`config.mk`:
```
export PLATFORM = sky130hd
export DESIGN_NAME = matvec_core
export DESIGN_NICKNAME = d
export VERILOG_FILES = /design/src/rtl/matvec_core.sv
export SDC_FILE = /design/constraint.sdc
export NUM_CORES = 1
export LEC_CHECK = 0
export BUFFER_PORTS_ARGS = -buffer_cell sky130_fd_sc_hd__buf_2
export CORE_ASPECT_RATIO = 0.75
export CORE_UTILIZATION = 25
export DETAILED_ROUTE_END_ITERATION = 10
export GPL_TIMING_DRIVEN = 0
export PLACE_DENSITY = 0.37
export SLEW_MARGIN = 20
export SYNTH_ARGS = -nofsm -noshare
export SYNTH_HDL_FRONTEND = slang
export SYNTH_SLANG_ARGS = --single-unit
```
`constraint.sdc`:
```
create_clock -name clk -period 8.6 [get_ports clk]
set_input_delay 0.43 -clock clk [delete_from_list [all_inputs] [get_ports clk]]
set_output_delay 0.43 -clock clk [all_outputs]
set_load 0.02 [all_outputs]
```
`src/rtl/matvec_core.sv`:
```
// Matrix-vector multiply stage: loads W (N x N, row-major) then x (N) from the
// fetch stream, computes y = W*x with one signed MAC per cycle, then streams y out.
module matvec_core #(
    parameter int DATA_WIDTH = 8,
    parameter int N          = 4,
    parameter int ACC_WIDTH  = 2*DATA_WIDTH + $clog2(N)
) (
    input  logic                  clk,
    input  logic                  rst_n,
    input  logic                  src_vld,
    output logic                  src_rdy,
    input  logic [DATA_WIDTH-1:0] src_data,
    output logic                  res_vld,
    input  logic                  res_rdy,
    output logic [ACC_WIDTH-1:0]  res_data,
    output logic                  res_last,
    output logic                  busy,
    output logic                  done
);

    localparam int W_DEPTH = N*N;
    localparam int IDX_W   = $clog2(W_DEPTH);
    localparam int RC_W    = (N > 1) ? $clog2(N) : 1;

    localparam logic [IDX_W-1:0] W_LAST  = IDX_W'(W_DEPTH-1);
    localparam logic [IDX_W-1:0] X_LAST  = IDX_W'(N-1);
    localparam logic [RC_W-1:0]  RC_LAST = RC_W'(N-1);

    typedef enum logic [1:0] {
        LOAD_W,
        LOAD_X,
        COMPUTE,
        OUTPUT
    } state_t;

    state_t state, state_next;

    logic [IDX_W-1:0]            idx;
    logic [RC_W-1:0]             row, col, out_idx;
    logic signed [ACC_WIDTH-1:0] acc, acc_next, w_ext, x_ext, prod;
    logic [IDX_W-1:0]            w_addr;

    logic signed [DATA_WIDTH-1:0] w_mem [W_DEPTH];
    logic signed [DATA_WIDTH-1:0] x_mem [N];
    logic signed [ACC_WIDTH-1:0]  y_mem [N];

    logic w_wr, x_wr, row_end, mac_last, res_hs;

    always_ff @(posedge clk or negedge rst_n) begin
        if (!rst_n) begin
            state <= LOAD_W;
        end else begin
            state <= state_next;
        end
    end

    // src_rdy comes from state alone so the fetch engine can tie its response ready to it
    always_comb begin
        state_next = state;
        src_rdy    = 1'b0;
        res_vld    = 1'b0;
        busy       = 1'b0;
        w_wr       = 1'b0;
        x_wr       = 1'b0;
        res_hs     = 1'b0;
        row_end    = (col == RC_LAST);
        mac_last   = row_end && (row == RC_LAST);
        case (state)
            LOAD_W: begin
                src_rdy = 1'b1;
                w_wr    = src_vld;
                if (src_vld && idx == W_LAST) state_next = LOAD_X;
            end
            LOAD_X: begin
                src_rdy = 1'b1;
                x_wr    = src_vld;
                if (src_vld && idx == X_LAST) state_next = COMPUTE;
            end
            COMPUTE: begin
                busy = 1'b1;
                if (mac_last) state_next = OUTPUT;
            end
            OUTPUT: begin
                busy    = 1'b1;
                res_vld = 1'b1;
                res_hs  = res_rdy;
                if (res_rdy && out_idx == RC_LAST) state_next = LOAD_W;
            end
            default: state_next = LOAD_W;
        endcase
    end

    assign w_addr   = IDX_W'(int'(row) * N + int'(col));
    assign w_ext    = ACC_WIDTH'(w_mem[w_addr]);
    assign x_ext    = ACC_WIDTH'(x_mem[col]);
    assign prod     = w_ext * x_ext;
    assign acc_next = acc + prod;

    assign res_data = (state == OUTPUT) ? y_mem[out_idx] : '0;
    assign res_last = (state == OUTPUT) && (out_idx == RC_LAST);

    always_ff @(posedge clk or negedge rst_n) begin
        if (!rst_n) begin
            idx     <= '0;
            row     <= '0;
            col     <= '0;
            out_idx <= '0;
            acc     <= '0;
            done    <= 1'b0;
        end else begin
            done <= res_hs && (out_idx == RC_LAST);
            case (state)
                LOAD_W: begin
                    if (w_wr) idx <= (idx == W_LAST) ? '0 : idx + IDX_W'(1);
                end
                LOAD_X: begin
                    if (x_wr) begin
                        if (idx == X_LAST) begin
                            idx <= '0;
                            row <= '0;
                            col <= '0;
                            acc <= '0;
                        end else begin
                            idx <= idx + IDX_W'(1);
                        end
                    end
                end
                COMPUTE: begin
                    if (row_end) begin
                        acc <= '0;
                        col <= '0;
                        row <= (row == RC_LAST) ? '0 : row + RC_W'(1);
                    end else begin
                        acc <= acc_next;
                        col <= col + RC_W'(1);
                    end
                    if (mac_last) out_idx <= '0;
                end
                OUTPUT: begin
                    if (res_hs) begin
                        if (out_idx == RC_LAST) begin
                            out_idx <= '0;
                            idx     <= '0;
                        end else begin
                            out_idx <= out_idx + RC_W'(1);
                        end
                    end
                end
                default: ;
            endcase
        end
    end

    // Storage is intentionally unreset; contents are rewritten before every use
    always_ff @(posedge clk) begin
        if (w_wr) w_mem[idx] <= src_data;
        if (x_wr) x_mem[idx[RC_W-1:0]] <= src_data;
        if (state == COMPUTE && row_end) y_mem[row] <= acc_next;
    end

endmodule

```
After elaboration in Yosys (flattened, before gate mapping)
Memory sizes are Yosys's and may differ from the RTL's. Index checks and enable logic that the tools add are counted.

Flip-flop bits (word level): 31. Memory bits (writable): 232. Input bits: 12. Output and inout bits: 23. Memories kept: 3.

Memory list: w_mem (depth 16, width 8, read ports 1, clocked after Yosys merged registers in 0, write ports 1, line 43) `logic signed [DATA_WIDTH-1:0] w_mem [W_DEPTH];`; y_mem (depth 4, width 18, read ports 1, clocked after Yosys merged registers in 0, write ports 1, line 45) `logic signed [ACC_WIDTH-1:0] y_mem [N];`; x_mem (depth 4, width 8, read ports 1, clocked after Yosys merged registers in 0, write ports 1, line 44) `logic signed [DATA_WIDTH-1:0] x_mem [N];`.

Add/sub/neg operators: 6. Multiply operators: 1. Eq/ne operators: 18. Mux-type cells: 40. Reductions and logical operators: 18.

Operators with widths (count): $mux W18 (4); $pmux W18 S2 (1); $mux W2 (12); $mux W4 (6); $ne A2 B2 Y1 const B (10); $add A18 B16 Y18 (1); $mul A8 B8 Y16 (1); $mux W1 (12); $pmux W2 S2 (3); $pmux W4 S3 (1); $eq A2 B2 Y1 const B (5); $pmux W2 S4 (1); $reduce_and A4 Y1 (2); $logic_and A1 B1 Y1 (7); $add A2 B1 Y2 const B (3); $reduce_and A3 Y1 (2); $reduce_and A5 Y1 (1); $add A4 B1 Y4 const B (1); $add A4 B2 Y4 (1); $eq A4 B2 Y1 const B (1); $eq A4 B4 Y1 const B (1); $reduce_bool A2 Y1 (2); $reduce_or A2 Y1 (2); $reduce_bool A3 Y1 (1); other kinds (2) (2).

Logic depth before layout (Yosys ltp)
Gate-level depths: netlist of run 1. An unclocked memory read counts as a cell.

Depth after elaboration: 6. Gate-level depth with buffers: 23. Gate-level depth less buffers: 20.

Least setup slack after synthesis of run 1
No wires, ideal clock.

Path kind: flip-flop to flip-flop. Start: register col[1]. End: register acc[13]. Library setup time: 121 ps. Data arrival time: 6134 ps. Path slack: 2345 ps. Cell stages (with the launch flop): 22. Path buffers: 2. Clock period less this slack: 6255 ps. Path through: dfrtp_1 clkbuf_1 buf_2 mux4_2 mux4_2 and2_1 inv_1 fa_1 inv_1 fa_1 fa_1 fa_1 inv_1 fa_1 inv_1 ha_1 a21o_1 a2111oi_2 a21oi_1 a31oi_1 xnor2_1 a22o_1.

Cells in the longest elaborated chain, start to end: 6.

Ends and longest elaborated chain: from (decl) (line 39) `logic [RC_W-1:0] row, col, out_idx;`; from (signal assigned) (line 135) `col <= col + RC_W'(1);`; $add A4 B2 Y4 (line 93) `assign w_addr = IDX_W'(int'(row) * N + int'(col));`; $mem_v2 Z16 W8; $mul A8 B8 Y16 (*) (line 96) `assign prod = w_ext * x_ext;`; $add A18 B16 Y18 (*) (line 97) `assign acc_next = acc + prod;`; net acc_next[13] (line 40) `logic signed [ACC_WIDTH-1:0] acc, acc_next, w_ext, x_ext, prod;`; $mux W18 (*) (line 129) `if (row_end) begin`; $pmux W18 S2 (*) (line 112) `case (state)`; to (signal assigned) (line 134) `acc <= acc_next;`; to (decl) (line 40).

Mark *: on every way through the listed nets, which the timed path passes. The rest lies on a longest branch. A chain may end at the register's enable or synchronous reset.

Worst setup path in the final report of run 1
Start: register col[1]. End: memory y_mem[3][17] (netlist bit), data pin.

Cells in the longest elaborated chain, start to end: 4.

Ends and longest elaborated chain (line): $add A4 B2 Y4 (93); $mem_v2 Z16 W8; $mul A8 B8 Y16 (*) (96); $add A18 B16 Y18 (*) (97); net acc_next[17] (40); to (decl) (45).

Marked as above.

==> results of run 1 <==
## layer usage
layer / vias to the layer above / share of wire, %
li1: 3279 / -
met5: - / 0
met3: 36 / 3.7
met2: 111 / 41
met4: 0 / 1.9
met1: 3814 / 53
## cell usage after synthesis (3+ instances only)
cell type	n	area share, %
edfxtp_1	232	51
inv_1	99	2.7
fa_1	80	12
and2_1	67	3.0
ha_1	57	5.2
mux4_2	52	8.5
nand2_1	41	1.1
dfrtp_1	31	5.6
clkbuf_1	19	0.52
a22o_1	17	1.1
a21oi_1	14	0.51
nor2_1	14	0.38
mux4_1	13	2.5
o21ai_0	13	0.47
and3_1	12	0.55
xnor2_1	12	0.76
a21o_1	7	0.38
nor3_1	7	0.25
nand2b_1	6	0.27
nand3_1	6	0.22
xor2_1	6	0.38
buf_2	5	0.18
nor2b_1	4	0.18
o21a_1	4	0.22
nor3b_1	3	0.16
or2_2	3	0.14
## stage by stage
step,instances,worst slack (ns),util [%]
finish,1675,0.9487,29.03
global route,1675,0.5581,29.03
CTS,1675,0.9891,29.02
detailed placement,1618,1.017,27.29
global placement,1616,0.9943,27.24
floorplan,860,2.346,-
## area by class of cell
type,count,area [um2],share of cell area (%)
inverters,100,375.4,2.375
clock buffers,40,818.3,5.178
multi-input cells,469,5495,34.77
repair buffers,37,195.2,1.235
plain buffers,28,157.7,0.9975
clock inverters,16,116.4,0.7363
flip-flops and latches,263,7742,48.99
well taps,722,903.4,5.716
## timing repair
action | in CTS | in global routing
hold endpoints to repair | 20 | 0
gates resized for setup | 0 | 0
hold buffers | 1 | 0
## state kept, by name, indices dropped and copies added, names as in the netlist
register	count
done	1
idx	4
row	2
x_mem	32
out_idx	2
w_mem	128
col	2
state	2
acc	18
y_mem	72
## worst register-to-register path, stage by stage (launching register included)
cell       delay (ns)
dfrtp_1          0.35
clkbuf_1         0.34
buf_2            0.45
mux4_2           0.39
mux4_2           0.66
and2_1           0.50
inv_1            0.16
fa_1             0.41
inv_1            0.08
fa_1             0.44
fa_1             0.51
fa_1             0.49
inv_1            0.05
fa_1             0.49
inv_1            0.04
ha_1             0.32
a21o_1           0.23
a2111oi_2        0.46
a21o_1           0.27
o221a_2          0.22
xnor2_1          0.43
## path summary, 6_finish.rpt
kind	start	end	slack (ns)	cells past startpoint
setup / recovery	col[1]	y_mem[3][17]	0.95	20
hold / removal	res_rdy	done	0.21	2
setup reg to reg	col[1]	y_mem[3][17]	0.95	20
hold reg to reg	acc[5]	acc[5]	0.49	2
max in group asynchronous	rst_n	acc[16]	7.49	2
min in group asynchronous	rst_n	idx[2]	0.50	2
## cells by family (layout without fill, tap and decap cells)
family | Yosys count | in the layout | synth area share, %
fa+ha+maj | 137 | 137 | 16.83
mux | 69 | 69 | 11.31
compound gates | 73 | 73 | 3.729
flops | 263 | 263 | 56.28
xor+xnor | 18 | 18 | 1.146
simple gates | 172 | 172 | 6.840
buf+inv | 128 | 221 | 3.874
==> results.tsv, run 1 <==
metric	value	unit
EDFF count, synth	232	
Arr. time, crit path	7.90	ns
WP data required	8.85	ns
Area after DPL	14860	um2
DP HPWL	24.04	mm
Slew headroom	32.25	%
largest net degree at the start of global routing	32	
Syn Nets	1009	
Final nets	1078	
chip width	272.9	um
CP max-delay cell	mux4_2	
Std-Cell Rows	74	
antenna cells	0	
Post-Syn Area	13760	um2
DR iter-0 viols	365	
met1 usage	19.75	%
CTS Root Cell	clkbuf_16	
vias post-DR	7240	
Layout area overhead	14.88	%
Ports	35	
final worst-path cycle share	88.97	%
Post-Syn Instances	860	
Filler cells	5497	
max_cap viols	0	
Final setup viols	0	
Die Ht	205.2	um
wire per inst	19.98	um
sequential area share after synthesis	56.28	%
commonest non-fill, non-tap cell in the layout	edfxtp_1	
ys flop type	edfxtp_1	
first-pass GRT wire length	51.30	mm
fin area	15800	um2
vias in the first global route	7660	
Synth async-reset ratio	11.79	%
total gr overflow	0	
Critical Path Source Type	register	
Worst Path Buf+Inv	6	
crit end category	register	
Placer Congestion	0.7291	
GRT busiest layer	met1	
share of layout cells above drive strength 1	16.05	%
initial antenna violation count	0	
#FFs+latches synth	263	
clock latency on the worst-skew pair	0.58	ns
clock buffer depth	3	
crit-path cells	clkbuf_1, buf_2, mux4_2, mux4_2, and2_1, inv_1, fa_1, inv_1, fa_1, fa_1, fa_1, inv_1, fa_1, inv_1, ha_1, a21o_1, a2111oi_2, a21o_1, o221a_2, xnor2_1	
Peak Freq	130.7	MHz
DR pass1 iterations	4	
Mean Syn Cell Area	16.00	um2
commonest non-fill, non-tap cells in the layout	edfxtp_1, inv_1, fa_1	
Fin Setup TNS	0	ns
Ys Warns	0	
clk slew on worst S/H paths	0.06	ns
gr usage total	12.49	%
total CTS buffers	30	
clk sinks	263	
Avg Vias per Cell	4.322	
clock skew	0.03949	ns
GR Layer Usage met3	1.946	%
Synth cell types	54	
Routed Antenna Nets	0	
die area	55980	um2
CP dominant cell by count	fa_1	
Worst Tran Pin Value	1.016	ns
Core Area	54440	um2
hold_ws	0.2116	ns
status	finished, final reports clean	
Hold Vio Cnt, Final	0	
post-CTS setup buffer count	0	
slowest cell delay on critical path	0.66	ns
routing usage on met2	17.57	%
RSZ-0062 raised after global routing	false	
Routed WL	33.47	mm
count of final max-slew check failures	0	
CP delay by family, top	adder cells	
crit path kind	register to register	
Max FO, Critical Path	11	
Max H-tree Level	1	
post-route minimum period	7.651	ns
port bufs	34	
CTS tree	done	
DRC errors left	0	
starting density of the core	25.27	%
Worst Hold Class	input port to register	
Power of run 1 is left out: the tool's default activity adds up to more than one toggle a clock period on the data nets, which glitch-free logic cannot reach.
==> run 2: changes to the inputs <==
Settings changed: ABC_AREA set to 1.
==> run 2 against run 1 <==
Compared with the run above:
- the run now ends with hold timing left
- synthesized cell count is 52% higher
- non-clock buffer count is 16 higher
- core utilization is 0.27 points higher
- count of clock-buffer cells in the layout is 2 lower
- register-to-register slack better by 0.94 ns
- die area is 4.0% higher
- sequential share of layout area is 2.0 points lower
- maximum frequency is 14% higher
- critical path type unchanged
- critical endpoint is now y_mem[3][12]
- largest cell class unchanged
- highest routed layer unchanged
==> results.tsv, run 2 <==
metric	value	unit	change
status	complete, but fails checks		
failing checks	hold timing		
vias in the first global route	9887		+29%
post-CTS setup buffer count	0		unchanged
ys flop type	edfxtp_1		
DR iter-0 viols	581		+59%
WP data required	8.88	ns	+0.03 ns
crit path kind	register to register		
first-pass GRT wire length	63.60	mm	+24%
total CTS buffers	31		+3.3%
final worst-path cycle share	78.09	%	-11 points
gr usage total	14.55	%	+2.1 points
Mean Syn Cell Area	10.97	um2	-31%
initial antenna violation count	2		+2
Hold Vio Cnt, Final	2		+2
Final nets	1523		+41%
Final setup viols	0		unchanged
fin area	16470	um2	+4.2%
Layout area overhead	15.09	%	
commonest non-fill, non-tap cell in the layout	edfxtp_1		
starting density of the core	25.46	%	+0.19 points
total gr overflow	0		unchanged
Ys Warns	0		unchanged
CTS tree	done		
Slew headroom	24.52	%	-7.7 points
Synth cell types	43		-20%
post-route minimum period	6.716	ns	-0.9354 ns
Syn Nets	1454		+44%
die area	58210	um2	+4.0%
wire per inst	19.19	um	-4.0%
Die Ht	209.2	um	+2.0%
Ports	35		unchanged
synth top area cells	edfxtp_1, fa_1, nor2_1		
Routed WL	40.91	mm	+22%
area leader, netlist	edfxtp_1		
Arr. time, crit path	7.00	ns	-0.90 ns
DR pass1 iterations	4		unchanged
Peak Freq	148.9	MHz	+14%
max_cap viols	0		unchanged
area share of the largest cell type after synthesis	48.68	%	-2.0 points
Post-Syn Instances	1305		+52%
clock skew	0.01474	ns	-0.02475 ns
Area after DPL	15440	um2	+4.0%
CTS Root Cell	clkbuf_16		
hold_buf cts	0		-1
port bufs	34		unchanged
Synth async-reset ratio	11.79	%	unchanged
clk sinks	263		unchanged
Worst Tran Pin Value	1.128	ns	+0.1117 ns
sequential area share after synthesis	54.11	%	-2.2 points
Largest register FFs	128		unchanged
clock buffer depth	3		unchanged
clk slew on worst S/H paths	0.06	ns	about the same
largest net degree at the start of global routing	32		unchanged
EDFF count, synth	232		unchanged
Std-Cell Rows	75		+1.4%
Core Area	56210	um2	+3.2%
Critical Path Source Type	register		
Placer Congestion	0.7961		+9.2%
RSZ-0062 raised after global routing	false		
Max H-tree Level	1		unchanged
crit end category	register		
largest register by flop count	w_mem		
Routed Antenna Nets	0		unchanged
share of layout cells above drive strength 1	11.23	%	-4.8 points
Max FO, Critical Path	11		unchanged
Fin Setup TNS	0	ns	unchanged
count of final max-slew check failures	0		unchanged
hold_ws	-0.004542	ns	-0.2161 ns
most frequent cell after synthesis	edfxtp_1		
Post-Syn Area	14310	um2	+4.0%
chip width	278.3	um	+2.0%
Avg Vias per Cell	4.442		+2.8%
DRC errors left	0		unchanged
#FFs+latches synth	263		unchanged
Worst Hold Class	input port to async pin		
clock latency on the worst-skew pair	0.58	ns	about the same
# resized after CTS	0		unchanged
vias post-DR	9471		+31%
most common library cells after synthesis	edfxtp_1, nor2_1, inv_1		
commonest non-fill, non-tap cells in the layout	edfxtp_1, nor2_1, inv_1		
DP HPWL	29.97	mm	+25%
[run 2: final timing paths]
path	cells after the start	from	slack, ns	end
worst max-delay path	22	row[0]	1.88	y_mem[3][12]
worst min-delay path	1	rst_n	-0.005	out_idx[0]
worst max register to register	22	row[0]	1.88	y_mem[3][12]
worst min register to register	1	acc[0]	0.52	acc[0]
max in group asynchronous	1	rst_n	8.02	row[0]
min in group clk	3	res_rdy	0.09	done
[run 2: metrics by stage]
stage                     hold slack (ns)  cells  utilization [%]  setup WS [ns]
after floorplan                    0.1344   1305                -          3.075
after global placement             0.5019   2070            27.39          1.610
after detailed placement           0.5081   2072            27.47          1.587
after CTS                         0.01985   2129            29.26          1.574
after global routing              0.05625   2129            29.29          1.466
final                           -0.004542   2132            29.30          1.884
[run 2: logic make-up after synthesis]
group / count (synthesis) / share of synthesized area (%)
and+or+nand+nor: 427 / 12.31
DFF: 263 / 54.11
AOI/OAI and AO/OA: 249 / 10.42
buffers and inverters: 221 / 6.496
adders and majority gates: 137 / 16.18
xor gates and xnor gates: 8 / 0.4897
[run 2: critical path, cell delays in order, from the launching register on]
cell	delay [ns]
dfrtp_1	0.38
buf_2	0.29
clkinv_1	0.44
buf_2	0.39
o221ai_1	0.14
nand3_1	0.34
nand2_2	0.26
nand2_1	0.10
fa_1	0.48
fa_1	0.50
inv_1	0.05
fa_1	0.45
fa_1	0.49
inv_1	0.05
fa_1	0.49
inv_1	0.04
ha_1	0.33
a21oi_1	0.23
nand2_1	0.18
nand3_1	0.11
nand2_1	0.06
xor2_1	0.42
inv_1	0.18
[run 2: final cells by class]
type / count / area, um2
Antenna cell: 3 / 7.507
Buffer: 45 / 266.5
Clock buffer: 38 / 832.0
Clock inverter: 19 / 171.4
Fill cell: 5812 / 39740
Inverter: 176 / 663.1
Multi-Input combinational cell: 821 / 5675
Sequential cell: 263 / 7742
Tap cell: 731 / 914.6
Timing Repair Buffer: 36 / 196.4
[run 2: routing by layer]
| layer | share of wire [%] | wire [um] | up-vias | global-route usage [%] |
|---|---|---|---|---|
| li1 | - | - | 4530 | - |
| met1 | 54 | 22140 | 4737 | 23.20 |
| met2 | 40 | 16260 | 164 | 20.36 |
| met3 | 4.4 | 1788 | 40 | 2.258 |
| met4 | 1.8 | 723 | 0 | 2.953 |
| met5 | 0 | 0 | - | 0 |
Power of run 2 is left out for the same reason.
